File: config.mk
export PLATFORM = sky130hd
export DESIGN_NAME = pc_fetch_unit_flat
export DESIGN_NICKNAME = d
export VERILOG_FILES = /design/src/rtl/pc_fetch_if.sv /design/src/rtl/pc_fetch_unit.sv /design/src/flat_wrapper.sv
export SDC_FILE = /design/constraint.sdc
export NUM_CORES = 1
export LEC_CHECK = 0
export ABC_AREA = 1
export BUFFER_PORTS_ARGS = -buffer_cell sky130_fd_sc_hd__buf_2
export CORE_UTILIZATION = 50
export DETAILED_ROUTE_END_ITERATION = 7
export GPL_TIMING_DRIVEN = 1
export PLACE_DENSITY = 0.81
export SYNTH_ARGS = -nofsm -noshare
export SYNTH_HDL_FRONTEND = slang
export SYNTH_SLANG_ARGS = --single-unit
File: constraint.sdc
create_clock -name Clk -period 3.2 [get_ports Clk]
set_input_delay 0.16 -clock Clk [delete_from_list [all_inputs] [get_ports Clk]]
set_output_delay 0.16 -clock Clk [all_outputs]
set_load 0.05 [all_outputs]
File: src/rtl/pc_fetch_if.sv
// Fetch-side bundle of the PC fetch unit: redirect inputs, the instruction
// memory handshake, and the PC/counter observation outputs.
interface pc_fetch_if;
  logic        Branch;
  logic [31:0] BranchOffset32;
  logic        Jump;
  logic [25:0] JumpTarget26;
  logic        Stall;
  logic        IAck;
  logic        IReq;
  logic [31:0] IAddr;
  logic [31:0] PC;
  logic [31:0] PCPlus4;
  logic [15:0] FetchCnt;

  modport master (
    input  Branch, BranchOffset32, Jump, JumpTarget26, Stall, IAck,
    output IReq, IAddr, PC, PCPlus4, FetchCnt
  );

  modport slave (
    output Branch, BranchOffset32, Jump, JumpTarget26, Stall, IAck,
    input  IReq, IAddr, PC, PCPlus4, FetchCnt
  );
endinterface

File: src/rtl/pc_fetch_unit.sv
// Program counter and instruction fetch request generator with branch/jump
// redirect, single-entry pending redirect latch and accepted-fetch counter.
module pc_fetch_unit #(
  parameter logic [31:0] RESET_PC = 32'h0000_0000
) (
  input logic         Clk,
  input logic         Rst_n,
  pc_fetch_if.master  bus
);

  typedef enum logic [1:0] {
    IDLE = 2'd0,
    REQ  = 2'd1,
    HOLD = 2'd2
  } state_t;

  state_t      state_reg, state_next;
  logic [31:0] pc_reg, pc_next;
  logic        pend_valid_reg, pend_valid_next;
  logic [31:0] pend_target_reg, pend_target_next;
  logic [15:0] fetch_cnt_reg, fetch_cnt_next;

  logic        accept;
  logic [31:0] pc_plus4;
  logic [31:0] jump_target;
  logic [31:0] branch_sum;
  logic [31:0] branch_target;
  logic [31:0] redirect_target;

  assign pc_plus4      = pc_reg + 32'd4;
  assign jump_target   = {pc_plus4[31:28], bus.JumpTarget26, 2'b00};
  assign branch_sum    = pc_plus4 + bus.BranchOffset32;
  assign branch_target = {branch_sum[31:2], 2'b00};
  // Jump outranks Branch for both the live selection and the pending latch.
  assign redirect_target = bus.Jump ? jump_target : branch_target;

  assign accept = (state_reg == REQ) && bus.IAck && !bus.Stall;

  always_comb begin
    state_next       = state_reg;
    pc_next          = pc_reg;
    pend_valid_next  = pend_valid_reg;
    pend_target_next = pend_target_reg;
    fetch_cnt_next   = fetch_cnt_reg;

    case (state_reg)
      IDLE:    state_next = bus.Stall ? HOLD : REQ;
      REQ:     state_next = bus.Stall ? HOLD : REQ;
      HOLD:    state_next = bus.Stall ? HOLD : REQ;
      default: state_next = IDLE;
    endcase

    if (accept) begin
      fetch_cnt_next  = fetch_cnt_reg + 16'd1;
      pend_valid_next = 1'b0;
      if (bus.Jump || bus.Branch)
        pc_next = redirect_target;
      else if (pend_valid_reg)
        pc_next = pend_target_reg;
      else
        pc_next = pc_plus4;
    end else if (bus.Jump || bus.Branch) begin
      // Redirect seen while the fetch is not taken: remember the newest one.
      pend_valid_next  = 1'b1;
      pend_target_next = redirect_target;
    end
  end

  always_ff @(posedge Clk or negedge Rst_n) begin
    if (!Rst_n) begin
      state_reg       <= IDLE;
      pc_reg          <= RESET_PC;
      pend_valid_reg  <= 1'b0;
      pend_target_reg <= 32'h0000_0000;
      fetch_cnt_reg   <= 16'h0000;
    end else begin
      state_reg       <= state_next;
      pc_reg          <= pc_next;
      pend_valid_reg  <= pend_valid_next;
      pend_target_reg <= pend_target_next;
      fetch_cnt_reg   <= fetch_cnt_next;
    end
  end

  // IReq decodes the state register directly so reset drops it at once.
  assign bus.IReq     = (state_reg == REQ);
  assign bus.IAddr    = pc_reg;
  assign bus.PC       = pc_reg;
  assign bus.PCPlus4  = pc_plus4;
  assign bus.FetchCnt = fetch_cnt_reg;

endmodule

File: src/flat_wrapper.sv
// flat-port wrapper written by rule: the top's interface ports become plain ports
module pc_fetch_unit_flat 
#(
  parameter logic [31:0] RESET_PC = 32'h0000_0000
)
  (Clk, Rst_n, bus_Branch, bus_BranchOffset32, bus_Jump, bus_JumpTarget26, bus_Stall, bus_IAck, bus_IReq, bus_IAddr, bus_PC, bus_PCPlus4, bus_FetchCnt);
  pc_fetch_if bus_i ();
  input logic Clk;
  input logic Rst_n;
  input wire logic [$bits(bus_i.Branch)-1:0] bus_Branch;
  input wire logic [$bits(bus_i.BranchOffset32)-1:0] bus_BranchOffset32;
  input wire logic [$bits(bus_i.Jump)-1:0] bus_Jump;
  input wire logic [$bits(bus_i.JumpTarget26)-1:0] bus_JumpTarget26;
  input wire logic [$bits(bus_i.Stall)-1:0] bus_Stall;
  input wire logic [$bits(bus_i.IAck)-1:0] bus_IAck;
  output wire logic [$bits(bus_i.IReq)-1:0] bus_IReq;
  output wire logic [$bits(bus_i.IAddr)-1:0] bus_IAddr;
  output wire logic [$bits(bus_i.PC)-1:0] bus_PC;
  output wire logic [$bits(bus_i.PCPlus4)-1:0] bus_PCPlus4;
  output wire logic [$bits(bus_i.FetchCnt)-1:0] bus_FetchCnt;
  assign bus_i.Branch = bus_Branch;
  assign bus_i.BranchOffset32 = bus_BranchOffset32;
  assign bus_i.Jump = bus_Jump;
  assign bus_i.JumpTarget26 = bus_JumpTarget26;
  assign bus_i.Stall = bus_Stall;
  assign bus_i.IAck = bus_IAck;
  assign bus_IReq = bus_i.IReq;
  assign bus_IAddr = bus_i.IAddr;
  assign bus_PC = bus_i.PC;
  assign bus_PCPlus4 = bus_i.PCPlus4;
  assign bus_FetchCnt = bus_i.FetchCnt;
  pc_fetch_unit #(.RESET_PC(RESET_PC)) u_core (.Clk(Clk), .Rst_n(Rst_n), .bus(bus_i));
endmodule
==> impl_metrics.csv, run 1 <==
group,metric,value,unit
outcome,outcome,"complete, no violations",
worst_setup_path,crit_path_end_kind,"flip-flop",
global_routing,antenna_found_initial,0,
floorplanning,fp.dieH,121,um
worst_setup_path,cp_slowest_cell,"dfrtp_2",
clocking,cts_tree,"built",
route,drt_wl_total,23.0,mm
sta,holdWs,0.157,ns
clocking,clk_path_buf_depth,2,
floorplanning,fp.coreArea,13900,um^2
clocking,h-tree-depth,3,
synthesis,netlist_area,7120,um^2
worst_setup_path,critical_path_arrival,3.20,ns
worst_setup_path,crit_buf_inv,3,
clocking,clk_pin_slew_worst_paths,0.06,ns
flow_run,drv_cap,0,
floorplanning,die_w,121,um
sta,worst_slack,0.214,ns
synthesis,synth-seq-cells,79,
route,postRouteAntennaNets,0,
global_routing,grt_first_pass_wirelength,36.3,mm
synthesis,synth_top_area_cell,"dfrtp_1",
worst_setup_path,path_delay_family,"simple AND/OR/NAND/NOR gates",
pwr,p_leak,0.00481,uW
floorplanning,dieArea,14700,um^2
synthesis,synth_cells,1094,
sta,fin_crit_sh,0.933,
global_routing,grt_pass1_vias,7221,
sta,setup_tns,0,ns
layout,drive_above_1_share,0.279,
synthesis,yosysMostFrequentCell,"nand2_1",
route,wl_per_cell,15.8,um
clocking,root_buffer,"clkbuf_16",
route,vias,7820,
layout,fin_util,0.647,
sta,fmax,335,MHz
global_routing,track_usage,0.322,
min_path,hp-class,"in -> reg",
layout,area_delta_synth_final,26.2,%
sta,skew,0.00841,ns
layout,seq_area,2000,um^2
layout,fin_nets,1372,
synthesis,avgSynthCellArea,6.50,um^2
synthesis,synth_common_cells,"337 x nand2_1, 117 x inv_1, 93 x nor2_1",
worst_setup_path,worstPathCellList,"nand2_2 -> nor2_4 -> inv_2 -> nor2_4 -> nand4_1 -> xor2_1 -> inv_1 -> ha_4 -> nand2_1 -> buf_4 -> o21ai_0 -> nand2_1 -> nand2_1 -> a21oi_2 -> nand3_1 -> nand3_1 -> nand3_1 -> o21ai_0",
floorplanning,io_pins,177,
worst_setup_path,max_stage_delay,0.46,ns
sta,grt_setup_unrepaired,"yes",
global_routing,gr-total-overflow,0,
pwr,ir_drop,734,uV
layout,multi_input_area,4650,um^2
route,drcViolationCount,0,
synthesis,ys.warnings.count,0,
worst_setup_path,critPathKind,"reg -> reg",
sta,drv_slew,0,
worst_setup_path,required,3.41,ns
synthesis,ys_top_cells_by_area,"dfrtp_1 28%, nand2_1 18%, ha_1 6.9%",
route,drtIter0Drc,764,
synthesis,synth_edf_count,0,
sta,max_slew_margin,0.372,
place,io_buffers,168,
place,dp.final_hpwl,17.3,mm
worst_setup_path,crit_path_max_fanout,5,
worst_setup_path,cp-start-kind,"flip-flop",
sta,hold_violations,0,
sta,tightestPinTransition,0.942,ns
synthesis,ys_seq_area_frac,0.278,
clocking,clock_latency,0.35,ns
place,gp_congestion,0.924,
route,dr.pass1.iters,6,
sta,setup_viol,0,
layout,antenna_cells,0,
sta,min_period,2.99,ns
floorplanning,rows,43,
synthesis,synth_cell_types,40,
synthesis,synth_ff_type,"dfrtp_1",
layout,fill_cells,1244,
floorplanning,start_util,0.513,
synthesis,synth_top_area_frac,0.278,
route,viasPerCell,5.38,
clocking,cts-buffers-inserted,9,
pwr,powerDensity,891,nW/um^2
global_routing,grt_max_degree,43,
place,place_ws,0.106,ns
synthesis,async_flop_share,1.00,
clocking,clock_sinks,79,
-- cell usage in the layout, fill, tap and decap left out, drive strengths merged, types with 2 or more instances in the layout --
cell | netlist | routed
clkinv | 3 | 5
a21oi | 87 | 87
dfrtp | 79 | 79
a31oi | 9 | 9
nand3 | 94 | 94
and2 | 2 | 2
bufinv | 0 | 4
dlygate4sd3 | 0 | 2
or2 | 15 | 15
inv | 120 | 120
o211ai | 2 | 2
buf | 46 | 222
o21bai | 6 | 6
conb | 1 | 6
clkbuf | 19 | 9
xnor2 | 17 | 17
nand4 | 12 | 12
nand3b | 4 | 4
xor2 | 24 | 24
nand2 | 345 | 345
o21ai | 45 | 45
nor3 | 9 | 9
ha | 39 | 39
nor2 | 111 | 111
-- final cells by class --
type,instances,share of cell area
Sequential cell,79,0.222
Tap cell,180,0.0251
Clock buffer,9,0.0251
Clock inverter,7,0.0162
Multi-Input combinational cell,832,0.517
Timing Repair Buffer,224,0.143
Inverter,123,0.0515
-- final timing paths --
| check | startpoint | endpoint | slack (ns) | cells after the start |
|---|---|---|---|---|
| setup / recovery | u_core.bus.IAddr[14] | u_core.pend_target_reg[30] | 0.21 | 18 |
| hold / removal | bus_JumpTarget26[23] | u_core.pend_target_reg[25] | 0.16 | 4 |
| setup reg to reg | u_core.bus.IAddr[14] | u_core.pend_target_reg[30] | 0.21 | 18 |
| hold reg to reg | u_core.pend_target_reg[2] | u_core.pend_target_reg[2] | 0.48 | 2 |
| max in group asynchronous | Rst_n | u_core.bus.IAddr[7] | 2.14 | 3 |
| min in group asynchronous | Rst_n | u_core.bus.IAddr[27] | 0.31 | 2 |
-- power by group --
part	internal, uW	leakage [uW]	switching [uW]
Combinational	1510	0.00370	3680
Clock	844	0.000176	443
Sequential	1270	0.000935	261
Total	3620	0.00481	4380
-- per-stage QoR --
stage | cells | total power (uW) | area [um^2]
floorplan | 1099 | 5310 | 7330
global placement | 1426 | 6430 | 8360
detailed placement | 1426 | 6490 | 8360
CTS | 1444 | 7800 | 8750
global route | 1454 | 8520 | 8980
finish | 1454 | 8000 | 8980
-- per-layer routing --
metal / global-route usage / share of wire / up-vias
met5: 0 / 0 / -
met2: 0.515 / 0.45 / 399
met4: 0.157 / 0.054 / 0
met1: 0.420 / 0.41 / 3560
met3: 0.0512 / 0.082 / 62
li1: - / - / 3799
-- cells by family after synthesis --
family                     Yosys count  share of synthesized area
AOI/OAI and AO/OA                  152                      0.114
DFF                                 79                      0.278
xor gates and xnor gates            41                     0.0515
adders and majority gates           39                     0.0686
buffers and inverters              188                      0.119
and+or+nand+nor                    594                      0.368
other                                1                   0.000527
-- what timing repair did --
item | in CTS | in global routing
setup buffers | 0 | 10
hold endpoints to repair | 35 | 0
setup endpoints to repair | 0 | 29
hold buffers | 2 | 0
gates resized for setup | 0 | 39
-- worst register-to-register path, cell delays in order, from the launching register on --
cell	delay, ns
dfrtp_2	0.46
nand2_2	0.13
nor2_4	0.17
inv_2	0.06
nor2_4	0.17
nand4_1	0.12
xor2_1	0.18
inv_1	0.16
ha_4	0.34
nand2_1	0.08
buf_4	0.15
o21ai_0	0.25
nand2_1	0.09
nand2_1	0.08
a21oi_2	0.04
nand3_1	0.07
nand3_1	0.12
nand3_1	0.11
o21ai_0	0.09
(Power assumes the default switching activity.)
==> run 2: changes to the inputs <==
--- a/config.mk
+++ b/config.mk
@@ -10,7 +10,7 @@
 export CORE_UTILIZATION = 50
 export DETAILED_ROUTE_END_ITERATION = 7
 export GPL_TIMING_DRIVEN = 1
-export PLACE_DENSITY = 0.81
+export PLACE_DENSITY = 0.76
 export SYNTH_ARGS = -nofsm -noshare
 export SYNTH_HDL_FRONTEND = slang
 export SYNTH_SLANG_ARGS = --single-unit
==> run 2 against run 1 <==
  * Final area down 0.77%
  * Worst setup slack lost 0.074 ns
  * Non-clock buffer count fell by 8
  * Largest power group unchanged
==> impl_metrics.csv, run 2 (synthesis gave the netlist of run 1 again) <==
group,metric,value,unit
route,drtIter0Drc,635,
clocking,cts_tree,"built",
clocking,h-tree-depth,3,
route,dr.pass1.iters,5,
global_routing,antenna_found_initial,0,
sta,drv_slew,0,
place,place_area,8260,um^2
layout,seq_area,2000,um^2
pwr,ir_drop,781,uV
worst_setup_path,cp-start-kind,"flip-flop",
worst_setup_path,worst_path_most_repeated_cell,"nand2_1",
worst_setup_path,r2r_slack,0.14,ns
pwr,powerDensity,860,nW/um^2
layout,antenna_cells,0,
layout,fill_cells,1281,
route,dr_wl_met2,10.0,mm
outcome,outcome,"complete, no violations",
floorplanning,fp.dieH,121,um
pwr,p_leak,0.00473,uW
route,wl_per_cell,15.4,um
sta,min_period,3.06,ns
place,dp.final_hpwl,16.9,mm
global_routing,gr-total-overflow,0,
sta,fmax,327,MHz
floorplanning,dieArea,14700,um^2
worst_setup_path,required,3.42,ns
worst_setup_path,worstPathCellList,"nand2_1 -> nor2_2 -> nand2_1 -> nor2_4 -> buf_4 -> buf_4 -> xor2_2 -> ha_1 -> nand2_1 -> inv_1 -> nand2_1 -> inv_1 -> nand2_1 -> nand3_1 -> or2_2 -> nand3_1 -> nand2_2 -> nand2_1 -> a21oi_1",
route,drt_wl_total,22.3,mm
place,gp_congestion,0.946,
worst_setup_path,max_stage_delay,0.41,ns
worst_setup_path,crit_path_end_kind,"flip-flop",
place,io_buffers,168,
sta,tightestPinTransition,1.02,ns
worst_setup_path,crit_path_max_fanout,5,
min_path,hp-class,"in -> reg",
global_routing,grt_pass1_vias,6821,
layout,multi_input_area,4740,um^2
sta,setup_viol,0,
sta,fin_crit_sh,0.956,
global_routing,grt_max_degree,49,
worst_setup_path,cp_slowest_cell,"dfrtp_2",
route,drcViolationCount,0,
sta,hold_violations,0,
place,place_ws,0.0743,ns
layout,final_common_cell,"nand2_1",
layout,final_area,8910,um^2
pwr,power,7660,uW
layout,fin_nets,1364,
clocking,clk_path_buf_depth,2,
route,vias,7750,
floorplanning,fp.coreArea,13900,um^2
global_routing,track_usage,0.303,
sta,max_slew_margin,0.316,
layout,area_delta_synth_final,25.3,%
route,wl_met1,9.28,mm
floorplanning,rows,43,
clocking,clock_latency,0.34,ns
sta,grt_setup_unrepaired,"yes",
flow_run,drv_cap,0,
route,postRouteAntennaNets,0,
sta,worst_slack,0.140,ns
floorplanning,die_w,121,um
route,top_layer,"met4",
route,viasPerCell,5.36,
sta,setup_tns,0,ns
clocking,cts-buffers-inserted,9,
layout,drive_above_1_share,0.286,
clocking,clock_sinks,79,
worst_setup_path,critPathKind,"reg -> reg",
global_routing,grt_first_pass_wirelength,34.0,mm
floorplanning,start_util,0.513,
layout,layout_common_cells,"330 x nand2_1, 167 x buf_2, 115 x inv_1",
sta,skew,0.00575,ns
route,met3WireLength,1.86,mm
clocking,clk_pin_slew_worst_paths,0.06,ns
worst_setup_path,critical_path_arrival,3.28,ns
floorplanning,io_pins,177,
clocking,root_buffer,"clkbuf_16",
-- run 2: changes by cell type in the layout (fill, tap and decap cells not counted), moves of 3 or more --
cell,delta
nand2_2,+4
bufinv_16,-4
buf_4,-7
nand2_1,-3
ha_4,+3
-- run 2: what timing repair did --
action	in CTS	in global routing
resized for setup	0	59
setup endpoints to repair	1	32
setup buffers	2	11
pin swaps	1	4
hold buffers	2	0
endpoints found under the hold margin	23	0
-- run 2: final cells by class --
type,count,area share
Tap cell,180,0.0253
Sequential cell,79,0.224
Multi-Input combinational cell,832,0.532
Inverter,123,0.0519
Timing Repair Buffer,216,0.136
Clock buffer,13,0.0292
Clock inverter,3,0.00197
-- run 2: stage by stage --
| stage | utilization | hold slack [ns] | std cells |
|---|---|---|---|
| CTS | 0.618 | 0.142 | 1435 |
| global route | 0.642 | 0.170 | 1446 |
| floorplan | - | -0.136 | 1099 |
| global placement | 0.595 | 0.0779 | 1415 |
| detailed placement | 0.595 | 0.0742 | 1415 |
| finish | 0.642 | 0.155 | 1446 |
-- run 2: worst paths after layout --
kind / start / depth (start not counted) / to
max in group asynchronous: Rst_n / 3 / u_core.bus.IAddr[2]
min reg2reg: u_core.bus.FetchCnt[15] / 1 / u_core.bus.FetchCnt[15]
max: u_core.bus.IAddr[8] / 19 / u_core.bus.IAddr[17]
min in group asynchronous: Rst_n / 2 / u_core.bus.IAddr[26]
min: bus_JumpTarget26[5] / 5 / u_core.pend_target_reg[7]
max reg2reg: u_core.bus.IAddr[8] / 19 / u_core.bus.IAddr[17]
-- run 2: metal layers --
metal	track usage	vias up
met3	0.0531	64
li1	-	3788
met5	0	-
met2	0.478	360
met1	0.395	3538
met4	0.157	0
-- run 2: critical path, delay by kind of cell (launching register included) --
kind | cells | cell delay, ns
simple gates | 12 | 1.53
compound gates | 1 | 0.06
fa+ha+maj | 1 | 0.32
flops | 1 | 0.41
buf+inv | 4 | 0.38
xor+xnor | 1 | 0.21
-- run 2: where the power goes --
group,total (uW),switching (uW),internal [uW]
logic,5150,3680,1470
clock network,962,397,565
registers,1550,274,1270
total,7660,4350,3310
==> run 3: changes to the inputs <==
--- a/config.mk
+++ b/config.mk
@@ -11,6 +11,7 @@
 export DETAILED_ROUTE_END_ITERATION = 7
 export GPL_TIMING_DRIVEN = 1
 export PLACE_DENSITY = 0.76
+export REMOVE_ABC_BUFFERS = 1
 export SYNTH_ARGS = -nofsm -noshare
 export SYNTH_HDL_FRONTEND = slang
 export SYNTH_SLANG_ARGS = --single-unit
==> run 3 against run 2 <==
  * The run now ends with negative hold slack left
  * Fmax rose by 2.1%
  * First-iteration DRC count fell by 17%
  * Via count fell by 2.3%
  * Non-clock buffer count fell by 7
  * Clock power rose by 12%
  * Routed wire length fell by 2.8%
  * Clock-buffer cell count fell by 2
  * Final cell count fell by 0.48%
  * Global-route usage rose by 0.086 points
  * Final area fell by 3.1%
  * Register-to-register slack improved by 0.06 ns
==> impl_metrics.csv, run 3 (synthesis gave the netlist of run 1 again) <==
group,metric,value,unit
outcome,outcome,"finished with violations",
outcome,violations,"negative hold slack",
worst_setup_path,crit_path_max_fanout,5,
worst_setup_path,r2r_end,"u_core.pend_target_reg[24]",
layout,fin_nets,1357,
sta,grt_setup_unrepaired,"yes",
route,drtIter0Drc,526,
sta,holdWs,-0.0141,ns
layout,area_delta_synth_final,21.4,%
layout,final_common_cell,"nand2_1",
route,drt_wl_total,21.7,mm
route,wl_per_cell,15.1,um
clocking,clock_latency,0.36,ns
worst_setup_path,endpoint,"u_core.pend_target_reg[24]",
layout,fin_util,0.622,
global_routing,grt_max_degree,80,
sta,hold_violations,21,
place,dp.final_hpwl,16.1,mm
clocking,clock_sinks,79,
worst_setup_path,critical_path_arrival,3.21,ns
sta,setup_viol,0,
sta,fin_crit_sh,0.936,
sta,fmax,334,MHz
pwr,powerDensity,872,nW/um^2
place,gp_congestion,1.01,
global_routing,antenna_found_initial,0,
layout,drive_above_1_share,0.264,
clocking,clk_path_buf_depth,2,
place,place_ws,0.0969,ns
flow_run,drv_cap,0,
sta,tightestPinTransition,1.03,ns
clocking,cts_tree,"built",
floorplanning,start_util,0.513,
layout,layout_common_cells,"329 x nand2_1, 167 x buf_2, 117 x inv_1",
worst_setup_path,critPathKind,"reg -> reg",
floorplanning,dieArea,14700,um^2
floorplanning,io_pins,177,
clocking,clk_pin_slew_worst_paths,0.06,ns
sta,drv_slew,0,
clocking,h-tree-depth,3,
global_routing,grt_first_pass_wirelength,34.4,mm
layout,antenna_cells,0,
route,postRouteAntennaNets,0,
floorplanning,fp.coreArea,13900,um^2
pwr,p_leak,0.00463,uW
global_routing,gr-total-overflow,0,
place,io_buffers,168,
route,viasPerCell,5.26,
worst_setup_path,r2r_cells,16,
sta,worst_slack,0.204,ns
clocking,root_buffer,"clkbuf_16",
route,drcViolationCount,0,
place,dp_cells,1411,
worst_setup_path,critPathLaunch,"u_core.bus.IAddr[2]",
floorplanning,die_w,121,um
worst_setup_path,rr_startpoint,"u_core.bus.IAddr[2]",
floorplanning,fp.dieH,121,um
layout,final_area,8640,um^2
min_path,hp-class,"in -> async",
sta,max_slew_margin,0.312,
route,vias,7574,
layout,final_cells,1439,
sta,skew,0.0104,ns
worst_setup_path,cp-start-kind,"flip-flop",
worst_setup_path,required,3.41,ns
pwr,ir_drop,515,uV
global_routing,grt_pass1_vias,6941,
sta,setup_tns,0,ns
route,dr.pass1.iters,5,
worst_setup_path,crit_path_end_kind,"flip-flop",
clocking,cts-buffers-inserted,9,
worst_setup_path,r2r_slack,0.20,ns
place,place_area,8030,um^2
sta,min_period,3.00,ns
floorplanning,rows,43,
global_routing,track_usage,0.304,
==> run 3: cell types whose count changed in the layout (fill, tap and decap cells not counted), moves of 3 or more <==
cell     delta
buf_4       -6
dfrtp_1     +4
dfrtp_2     -4
ha_4        -3
inv_6       +3
xnor2_1     +5
xnor2_4     -3
xor2_1     +11
xor2_2      -7
xor2_4      -4
==> run 3: repair_timing <==
item / 4_1_cts / 5_1_grt
hold buffers: 1 / 0
endpoints found under the setup margin: 0 / 32
resized for setup: 0 / 62
hold endpoints to repair: 1 / 0
setup buffers: 0 / 11
==> run 3: critical path, stage by stage (launching register included) <==
cell and delay [ns]:
dfrtp_2 0.44, ha_1 0.24, nand2_2 0.12, clkinv_2 0.14, nand3_1 0.13, xor2_1 0.19
inv_1 0.10, ha_2 0.39, nand2_1 0.12, inv_1 0.07, nand2_1 0.11, nor2_1 0.17
nand3_1 0.16, nand4_1 0.13, nand3_1 0.14, nand3_1 0.10, o21ai_0 0.09
==> run 3: how the worst min path moves through the flow <==
stage	endpoint	slack, ns	cells past startpoint
2_1_floorplan	u_core.bus.FetchCnt[0]	-0.14	0
3_3_place_gp	u_core.state_reg[0]	0.33	2
3_5_place_dp	u_core.state_reg[0]	0.34	2
4_1_cts	u_core.pend_target_reg[16]	0.03	1
5_1_grt	u_core.pend_target_reg[3]	0.09	1
6_report	u_core.pend_target_reg[3]	-0.01	1
==> run 3: power by group <==
part	leakage (uW)	switching, uW	internal (uW)
clock	0.000147	447	634
sequential	0.000937	266	1270
combinational	0.00354	3530	1390
total	0.00463	4240	3290
==> run 3: layout make-up <==
class                      instances  area [um^2]
timing repair buffer             209         1150
tap                              180          225
fill                            1330         5240
inverter                         123          463
multi-input combinational        832         4500
clock inverter                     5         63.8
clock buffer                      11          243
sequential                        79         1990
==> run 3: per-layer routing <==
metal  wire [um]  track usage
met4         427        0.117
met1        9750        0.413
met5           0            0
met2        9860        0.476
met3        1670       0.0550
==> run 3: metrics by stage <==
| step | hold WS, ns | power (uW) |
|---|---|---|
| 5_1_grt | 0.0853 | 8050 |
| 6_report | -0.0141 | 7540 |
| 3_3_place_gp | 0.325 | 6150 |
| 3_5_place_dp | 0.336 | 6200 |
| 4_1_cts | 0.0306 | 7310 |
| 2_1_floorplan | -0.136 | 4990 |
